File: config.mk
export PLATFORM = sky130hd
export DESIGN_NAME = display_arbiter_flat
export DESIGN_NICKNAME = d
export VERILOG_FILES = /design/src/rtl/display_arbiter_if.sv /design/src/rtl/display_arbiter.sv /design/src/flat_wrapper.sv
export SDC_FILE = /design/constraint.sdc
export NUM_CORES = 1
export LEC_CHECK = 0
export CAP_MARGIN = 0
export CORE_MARGIN = 2
export CORE_UTILIZATION = 45
export CTS_BUF_LIST = sky130_fd_sc_hd__clkbuf_2
export DETAILED_ROUTE_END_ITERATION = 8
export PLACE_DENSITY = 0.9
export SLEW_MARGIN = 10
export SYNTH_ARGS = -nofsm -noshare
export SYNTH_HDL_FRONTEND = slang
export SYNTH_SLANG_ARGS = --single-unit
File: constraint.sdc
create_clock -name clk -period 6.04 [get_ports clk]
set_input_delay 1.51 -clock clk [delete_from_list [all_inputs] [get_ports clk]]
set_output_delay 1.51 -clock clk [all_outputs]
set_load 0.005 [all_outputs]
File: src/rtl/display_arbiter_if.sv
// Request/display bundle between up to four display clients and the arbiter.
// master = requester side, slave = arbiter side.
interface display_arbiter_if;
  logic [3:0]   req;
  logic [127:0] data_in;
  logic [3:0]   hex_in;
  logic [3:0]   gnt;
  logic [31:0]  disp_data;
  logic         disp_isHex;
  logic         owner_valid;

  modport master (
    output req, data_in, hex_in,
    input  gnt, disp_data, disp_isHex, owner_valid
  );

  modport slave (
    input  req, data_in, hex_in,
    output gnt, disp_data, disp_isHex, owner_valid
  );
endinterface

File: src/rtl/display_arbiter.sv
// Round-robin arbiter sharing one dynamic display among four requesters with a minimum hold time.
// Registered outputs, one cycle req-to-gnt; owner keeps the display for HOLD cycles unless it releases early.
module display_arbiter #(
  parameter int unsigned HOLD       = 16,
  parameter logic [31:0] BLANK_DATA = 32'h0000_0000
) (
  input  logic             clk,
  input  logic             rst,
  display_arbiter_if.slave bus
);

  typedef enum logic [1:0] {
    S_IDLE,
    S_HOLD,
    S_SHARE
  } state_t;

  localparam logic [7:0] CNT_RELOAD = 8'(HOLD - 1);

  state_t      state_q, state_d;
  logic [3:0]  gnt_q, gnt_d;
  logic [7:0]  cnt_q, cnt_d;
  logic [1:0]  last_owner_q, last_owner_d;
  logic [31:0] disp_data_q, disp_data_d;
  logic        disp_is_hex_q, disp_is_hex_d;
  logic        owner_valid_q, owner_valid_d;

  logic        owner_req;
  logic [3:0]  others;
  logic [2:0]  any_pick;
  logic [2:0]  other_pick;
  logic        do_grant;
  logic        do_release;
  logic [1:0]  grant_idx;

  // Returns {found, index}; searches last+1, last+2, last+3, last+0.
  function automatic logic [2:0] rr_pick(input logic [3:0] mask, input logic [1:0] last);
    logic [1:0] c;
    logic [2:0] res;
    res = {1'b0, last};
    for (int k = 1; k <= 4; k++) begin
      c = last + 2'(k);
      if (!res[2] && mask[c]) begin
        res = {1'b1, c};
      end
    end
    return res;
  endfunction

  // While owned, last_owner always names the current owner.
  assign owner_req  = bus.req[last_owner_q];
  assign others     = bus.req & ~gnt_q;
  assign any_pick   = rr_pick(bus.req, last_owner_q);
  assign other_pick = rr_pick(others, last_owner_q);

  always_comb begin
    do_grant   = 1'b0;
    do_release = 1'b0;
    grant_idx  = other_pick[1:0];
    cnt_d      = cnt_q;
    state_d    = state_q;

    case (state_q)
      S_IDLE: begin
        if (any_pick[2]) begin
          do_grant  = 1'b1;
          grant_idx = any_pick[1:0];
        end
      end
      default: begin
        if (!owner_req) begin
          if (other_pick[2]) begin
            do_grant = 1'b1;
          end else begin
            do_release = 1'b1;
          end
        end else if (state_q == S_HOLD && cnt_q != 8'd0) begin
          cnt_d = cnt_q - 8'd1;
        end else if (other_pick[2]) begin
          do_grant = 1'b1;
        end else begin
          state_d = S_SHARE;
        end
      end
    endcase

    gnt_d        = gnt_q;
    last_owner_d = last_owner_q;
    if (do_grant) begin
      state_d      = S_HOLD;
      gnt_d        = 4'b0001 << grant_idx;
      cnt_d        = CNT_RELOAD;
      last_owner_d = grant_idx;
    end else if (do_release) begin
      state_d = S_IDLE;
      gnt_d   = 4'b0000;
      cnt_d   = 8'd0;
    end

    // Display follows the next-cycle owner so gnt and data move together.
    if (state_d != S_IDLE) begin
      disp_data_d   = bus.data_in[{last_owner_d, 5'b00000} +: 32];
      disp_is_hex_d = bus.hex_in[last_owner_d];
      owner_valid_d = 1'b1;
    end else begin
      disp_data_d   = BLANK_DATA;
      disp_is_hex_d = 1'b1;
      owner_valid_d = 1'b0;
    end
  end

  always_ff @(posedge clk or posedge rst) begin
    if (rst) begin
      state_q       <= S_IDLE;
      gnt_q         <= 4'b0000;
      cnt_q         <= 8'd0;
      last_owner_q  <= 2'd3;
      disp_data_q   <= BLANK_DATA;
      disp_is_hex_q <= 1'b1;
      owner_valid_q <= 1'b0;
    end else begin
      state_q       <= state_d;
      gnt_q         <= gnt_d;
      cnt_q         <= cnt_d;
      last_owner_q  <= last_owner_d;
      disp_data_q   <= disp_data_d;
      disp_is_hex_q <= disp_is_hex_d;
      owner_valid_q <= owner_valid_d;
    end
  end

  assign bus.gnt         = gnt_q;
  assign bus.disp_data   = disp_data_q;
  assign bus.disp_isHex  = disp_is_hex_q;
  assign bus.owner_valid = owner_valid_q;

endmodule

File: src/flat_wrapper.sv
// flat-port wrapper written by rule: the top's interface ports become plain ports
module display_arbiter_flat 
#(
  parameter int unsigned HOLD       = 16,
  parameter logic [31:0] BLANK_DATA = 32'h0000_0000
)
  (clk, rst, bus_req, bus_data_in, bus_hex_in, bus_gnt, bus_disp_data, bus_disp_isHex, bus_owner_valid);
  display_arbiter_if bus_i ();
  input  logic clk;
  input  logic rst;
  input wire logic [$bits(bus_i.req)-1:0] bus_req;
  input wire logic [$bits(bus_i.data_in)-1:0] bus_data_in;
  input wire logic [$bits(bus_i.hex_in)-1:0] bus_hex_in;
  output wire logic [$bits(bus_i.gnt)-1:0] bus_gnt;
  output wire logic [$bits(bus_i.disp_data)-1:0] bus_disp_data;
  output wire logic [$bits(bus_i.disp_isHex)-1:0] bus_disp_isHex;
  output wire logic [$bits(bus_i.owner_valid)-1:0] bus_owner_valid;
  assign bus_i.req = bus_req;
  assign bus_i.data_in = bus_data_in;
  assign bus_i.hex_in = bus_hex_in;
  assign bus_gnt = bus_i.gnt;
  assign bus_disp_data = bus_i.disp_data;
  assign bus_disp_isHex = bus_i.disp_isHex;
  assign bus_owner_valid = bus_i.owner_valid;
  display_arbiter #(.HOLD(HOLD), .BLANK_DATA(BLANK_DATA)) u_core (.clk(clk), .rst(rst), .bus(bus_i));
endmodule
==> results of run 1 <==
path summary, 6_finish.rpt:
check	end	start	cells past startpoint	slack, ns
hold reg to reg	u_core.bus.gnt[0]$_DFFE_PP0P_	u_core.bus.gnt[0]$_DFFE_PP0P_	2	0.59
min in group asynchronous	u_core.bus.disp_data[11]$_DFF_PP0_	rst	2	1.56
max in group asynchronous	u_core.bus.disp_data[18]$_DFF_PP0_	rst	2	3.81
setup / recovery	u_core.bus.disp_data[14]$_DFF_PP0_	bus_req[2]	9	1.27
setup reg to reg	u_core.bus.disp_data[14]$_DFF_PP0_	u_core.last_owner_q[0]$_DFF_PP1_	8	2.06
hold / removal	u_core.bus.gnt[0]$_DFFE_PP0P_	u_core.bus.gnt[0]$_DFFE_PP0P_	2	0.59
kinds of logic after synthesis:
kind of cell,synth area share [%]
and+or+nand+nor,23.6
AOI/OAI and AO/OA,37.2
buffers and inverters,7.52
DFF,29.1
xor gates and xnor gates,1.22
muxes,1.04
adders and majority gates,0.290
per-layer routing:
layer | wire [um] | up-vias
li1 | - | 2284
met1 | 5890 | 2455
met2 | 7490 | 285
met3 | 1280 | 35
met4 | 327 | 0
met5 | 0 | -
power breakdown:
| group | leakage, nW | total [W] | internal [W] | switching (W) |
|---|---|---|---|---|
| clock | 0.0306 | 0.000149 | 0.0000291 | 0.000120 |
| combinational | 1.61 | 0.00261 | 0.00110 | 0.00150 |
| sequential | 0.598 | 0.000583 | 0.000507 | 0.0000764 |
| total | 2.24 | 0.00334 | 0.00164 | 0.00170 |
layout make-up:
type	instances	area, um^2	share of cell area, %
clock buffer	5	25.0	0.412
clock inverter	3	21.3	0.350
inverter	10	37.5	0.618
multi-input combinational	366	2770	45.5
sequential	50	1250	20.6
tap	129	161	2.66
timing repair buffer	183	1810	29.8
registers in the layout (all words and copies together) (netlist names):
| signal | count |
|---|---|
| u_core.bus.disp_data | 32 |
| u_core.bus.disp_isHex | 1 |
| u_core.bus.gnt | 4 |
| u_core.bus.owner_valid | 1 |
| u_core.cnt_q | 8 |
| u_core.last_owner_q | 2 |
| u_core.state_q | 2 |
cells in the mapped netlist, types with 2 or more instances:
library cell	n
dfstp_2	3
xnor2_1	2
o211ai_2	25
o31ai_1	2
nand2b_1	6
nor3_1	35
o221ai_1	2
nor3b_1	2
o21a_1	2
o211ai_1	8
nor4_1	3
a22o_1	2
a221oi_1	33
a221o_1	65
a22oi_1	2
a211oi_1	2
xor2_1	4
nor2b_1	3
or4_4	2
nor2_1	15
inv_1	9
a21oi_1	6
nand3_1	2
clkbuf_1	36
o211a_1	2
nand4b_1	2
nand4_1	64
o32a_1	2
dfrtp_1	47
o21ai_0	6
or3b_2	3
o31a_1	2
buf_6	3
nand2_1	43
buf_2	22
cells in the final DEF, fill, tap and decap left out, drive strengths merged, types with 2 or more instances in the layout:
| cell | instances |
|---|---|
| nand4b | 2 |
| o31ai | 2 |
| nand2 | 43 |
| a221o | 65 |
| or2 | 2 |
| o221ai | 2 |
| nor4 | 3 |
| clkdlybuf4s50 | 175 |
| or4 | 2 |
| clkinv | 3 |
| o31a | 2 |
| o211a | 2 |
| nor3b | 2 |
| a21oi | 6 |
| nand3 | 2 |
| dfstp | 3 |
| nand2b | 6 |
| o32a | 2 |
| nor2b | 3 |
| a211oi | 2 |
| or3b | 3 |
| xor2 | 4 |
| xnor2 | 2 |
| a221oi | 33 |
| o22ai | 2 |
| buf | 8 |
| nor2 | 16 |
| nor3 | 35 |
| nand4 | 64 |
| dfrtp | 47 |
| o211ai | 33 |
| inv | 10 |
| clkbuf | 5 |
| a22oi | 2 |
| o21a | 2 |
| a22o | 2 |
| o21ai | 6 |
metrics by stage:
| stage | worst slack, ns | hold slack (ns) | std cells | cell area, um^2 | total power [W] |
|---|---|---|---|---|---|
| detailed placement | 0.867 | 0.528 | 738 | 6030 | 0.00316 |
| floorplan | 2.38 | 0.498 | 488 | 4310 | 0.00246 |
| finish | 1.27 | 0.589 | 746 | 6080 | 0.00334 |
| global placement | 1.03 | 0.517 | 738 | 6030 | 0.00304 |
| global route | 1.08 | 0.615 | 746 | 6080 | 0.00357 |
| CTS | 1.37 | 0.581 | 746 | 6080 | 0.00330 |
critical path, cell delays in order:
cell	delay [ns]
clkdlybuf4s50_1	0.51
nor4_1	0.41
nor3_1	0.23
or4_4	0.63
o22ai_4	0.80
mux2i_4	0.14
inv_2	0.57
nand4_1	0.23
o211ai_2	0.11
==> flow_metrics.tcl, run 1 <==
set metrics [dict create \
    coreArea_mm2 0.00928 \
    ys.flop_type "dfrtp_1" \
    slew_headroom_pct 28.7 \
    setup_viol 0 \
    hpwl_mm 10.1 \
    synth_top_cell_by_area "dfrtp_1" \
    grt_overflow 0 \
    drtAntennaViolNets 0 \
    worstMarginPinSlew_ns 1.07 \
    cts.sinks 50 \
    critPathLaunchType "input pin" \
    ys_types 56 \
    yosysTopAreaCellShare_pct 27.3 \
    nFillCells 762 \
    synth_nets 627 \
    antenna_found_initial 1 \
    grt_use_total_pct 27.4 \
    max-vdd-ir-drop_mv 0.460 \
    syn_avg_cell_area_um2 8.83 \
    tns_ns 0 \
    wirelength_mm 15.0 \
    cts_setup_buffers 0 \
    final_util_pct 65.5 \
    use_met2_pct 46.2 \
    clock_latency_ns 0.47 \
    clkSlewWorstSetupHoldPaths_ns 0.28 \
    clock_skew_ns 0.0458 \
    synth_area_leaders "dfrtp_1 (27%), a221o_1 (15%), nand4_1 (9.3%), o211ai_2 (7.3%), a221oi_1 (6.7%)" \
    cts_buffers 5 \
    antenna_cells 0 \
    cp_max_fo 34 \
    holdCritPathClass "register to register" \
    cts_resized 0 \
    async_reset_ff_share_pct 100 \
    post-route-drc-count 0 \
    grt_pass1_vias 4699 \
    gp_congestion 0.905 \
    first_iter_violations 362 \
    rsz0062_at_grt "no" \
    synthesis.area_mm2 0.00431 \
    grt_max_degree 77 \
    fin_crit_ns 4.77 \
    cp-end-kind "register" \
    htree_levels 2 \
    maxCapViolCount 0 \
    viasPerCell 6.78 \
    cts_tree "yes" \
    die_area_mm2 0.0104 \
    power_density_mw_per_mm2 549 \
    post-route-period-util_pct 79.0 \
    final_hold_viol_count 0 \
    use_met3_pct 4.79 \
    die_y_um 102 \
    seq_area_frac_synth_pct 29.1 \
    area_growth_pct 41.0 \
    status "finished, final reports clean" \
    portBuffers 175 \
    synth_edf_count 0 \
    post_route_cells_drive_above_1_share_pct 10.2 \
    dieWidth_um 102 \
    path_class "input pin to register" \
    clock_path_buffers 2 \
    cts-root-buf "clkbuf_2" \
    drt_pass1_iterations 6 \
    io_pins 176 \
    synthCells 488 \
    power.leakage_nw 2.24 \
    grt_pass1_wl_mm 23.0 \
    yosysWarnings 0 \
    ys_ff_latch 50 \
    nets 755 \
    routedWlPerCell_um 20.1 \
    met1_usage_pct 36.2 \
    top_usage_layer "met2" \
    fp-row-count 35 \
    vias 5059 \
    initial_utilization_pct 46.4 \
    worst-endpoint-arrival_ns 5.15 \
    worstPathRequired_ns 6.42 \
    holdBufCountCts 0 \
    fmax_ghz 0.210 \
    final_max_slew_viol_count 0 \
]
No activity file was read; power rests on OpenSTA's default activity.
==> run 2: changes to the inputs <==
--- a/config.mk
+++ b/config.mk
@@ -7,10 +7,10 @@
 export LEC_CHECK = 0
 export CAP_MARGIN = 0
 export CORE_MARGIN = 2
-export CORE_UTILIZATION = 45
+export CORE_UTILIZATION = 41
 export CTS_BUF_LIST = sky130_fd_sc_hd__clkbuf_2
 export DETAILED_ROUTE_END_ITERATION = 8
-export PLACE_DENSITY = 0.9
+export PLACE_DENSITY = 0.87
 export SLEW_MARGIN = 10
 export SYNTH_ARGS = -nofsm -noshare
 export SYNTH_HDL_FRONTEND = slang
==> constraint.sdc (replaced) <==
create_clock -name clk -period 3.98 [get_ports clk]
set_input_delay 0.995 -clock clk [delete_from_list [all_inputs] [get_ports clk]]
set_output_delay 0.995 -clock clk [all_outputs]
set_load 0.005 [all_outputs]
==> flow_metrics.tcl, run 2 (synthesized netlist as in run 1, its figures left out) <==
set metrics [dict create \
    hpwl_mm 11.5 \
    power_switching_w 0.00263 \
    antenna_found_initial 0 \
    portBuffers 175 \
    cts_resized 0 \
    final_max_slew_viol_count 0 \
    grt_max_degree 51 \
    htree_levels 2 \
    grt_pass1_vias 4998 \
    internal_power_w 0.00270 \
    die_area_mm2 0.0113 \
    cts_setup_buffers 0 \
    power_density_mw_per_mm2 845 \
    drt_pass1_iterations 5 \
    antenna_cells 0 \
    maxCapViolCount 0 \
    path_class "input pin to register" \
    clock_latency_ns 0.45 \
    nFillCells 866 \
    slowest_delay_ns 0.63 \
    design_area_mm2 0.00630 \
    pwr-share-clk_pct 4.2 \
    drtAntennaViolNets 0 \
    tns_ns 0 \
    fp-row-count 37 \
    final_util_pct 61.3 \
    p_sw_share_pct 49.4 \
    wirelength_mm 15.8 \
    vias 5174 \
    die_y_um 107 \
    coreArea_mm2 0.0103 \
    cts_buffers 5 \
    worstPathRequired_ns 4.38 \
    r2r_cells 8 \
    placed_area_mm2 0.00625 \
    status "finished, final reports clean" \
    max-vdd-ir-drop_mv 0.687 \
    cts.sinks 50 \
    crit_slowest_cell "or4_4" \
    dieWidth_um 107 \
    final_hold_viol_count 0 \
    io_pins 176 \
    holdCritPathClass "register to register" \
    holdPathStages 1 \
    post-route-drc-count 0 \
    clkSlewWorstSetupHoldPaths_ns 0.29 \
    routedWlPerCell_um 20.3 \
    clock_skew_ns 0.0343 \
    critPathLaunchType "input pin" \
    grt_pass1_wl_mm 25.2 \
    post_route_cells_drive_above_1_share_pct 13.9 \
    cp-end-kind "register" \
    post-route-period-util_pct 91.6 \
    viasPerCell 6.65 \
    cp_max_fo 32 \
    power_frac_comb_pct 79.1 \
    p_seq_share_pct 16.7 \
    grt_overflow 0 \
    area_growth_pct 46.2 \
    clock_path_buffers 2 \
    holdBufCountCts 0 \
    largest_reg_flops 32 \
    fin_crit_ns 3.65 \
    worst-endpoint-arrival_ns 4.05 \
    power.leakage_nw 2.37 \
    grt_use_total_pct 27.3 \
    crit_chain "clkdlybuf4s50_1 > nor4_1 > nor3_1 > or4_4 > nor2_4 > a31o_2 > a221oi_1 > o211ai_1" \
    worstMarginPinSlew_ns 1.07 \
    final_cell_mix "clkdlybuf4s50_1 (175), a221o_1 (65), nand4_1 (64), dfrtp_1 (47), nand2_1 (43)" \
    layout_commonest_cell "clkdlybuf4s50_1" \
    fmax_ghz 0.274 \
    cts_tree "yes" \
    slew_headroom_pct 28.2 \
    total_power_w 0.00533 \
    gp_congestion 0.962 \
    hold_ws_ns 0.593 \
    rsz0062_at_grt "no" \
    cts-root-buf "clkbuf_2" \
    first_iter_violations 447 \
    nets 780 \
    initial_utilization_pct 41.9 \
    setup_viol 0 \
]
[run 2: changes by cell type in the layout (fill, tap and decap cells not counted), sizes merged]
| cell | before | now |
|---|---|---|
| clkinv | 3 | 2 |
| buf | 8 | 33 |
| clkinvlp | 0 | 1 |
[run 2: through the flow]
step                      worst slack (ns)  cells
after floorplan                      0.838    488
after global placement              0.0361    770
after detailed placement            -0.165    770
after CTS                            0.322    778
after global routing                 0.121    778
final                                0.333    778
[run 2: area by class of cell]
class                   instances  area, um^2  area share [%]
clock buffers                   5        25.0           0.397
clock inverters                 3        21.3           0.338
inverters                      10        37.5           0.596
multi-input cells             366        2770            43.9
flip-flops and latches         50        1250            19.9
well taps                     136         170            2.70
repair buffers                208        2020            32.1
[run 2: worst max-delay path, delay by kind of cell]
family / cells / cell delay, ns
compound gates: 3 / 1.10
buf+inv: 1 / 0.52
simple gates: 4 / 1.43
[run 2: path summary, 6_finish.rpt]
check                                                      to                             start  slack (ns)
hold / removal                    u_core.cnt_q[0]$_DFFE_PP0P_       u_core.cnt_q[0]$_DFFE_PP0P_        0.59
setup reg to reg           u_core.bus.disp_data[30]$_DFF_PP0_  u_core.last_owner_q[0]$_DFF_PP1_        0.80
min in group asynchronous  u_core.bus.disp_data[21]$_DFF_PP0_                               rst        1.07
hold reg to reg                   u_core.cnt_q[0]$_DFFE_PP0P_       u_core.cnt_q[0]$_DFFE_PP0P_        0.59
setup / recovery            u_core.bus.disp_data[0]$_DFF_PP0_                        bus_req[3]        0.33
max in group asynchronous  u_core.bus.disp_data[31]$_DFF_PP0_                               rst        2.23
[run 2: power groups by stage]
| stage | logic [W] | registers, W | clock network, W |
|---|---|---|---|
| floorplan | 0.00285 | 0.000884 | 0 |
| finish | 0.00421 | 0.000889 | 0.000222 |
| global placement | 0.00400 | 0.000899 | 0 |
| detailed placement | 0.00416 | 0.000900 | 0 |
| CTS | 0.00416 | 0.000887 | 0.000230 |
| global route | 0.00455 | 0.000912 | 0.000249 |
[run 2: layer usage]
layer	track usage [%]	wire, um
met4	6.86	216
met5	0	0
met3	3.99	1340
met1	35.3	6150
met2	48.0	8110
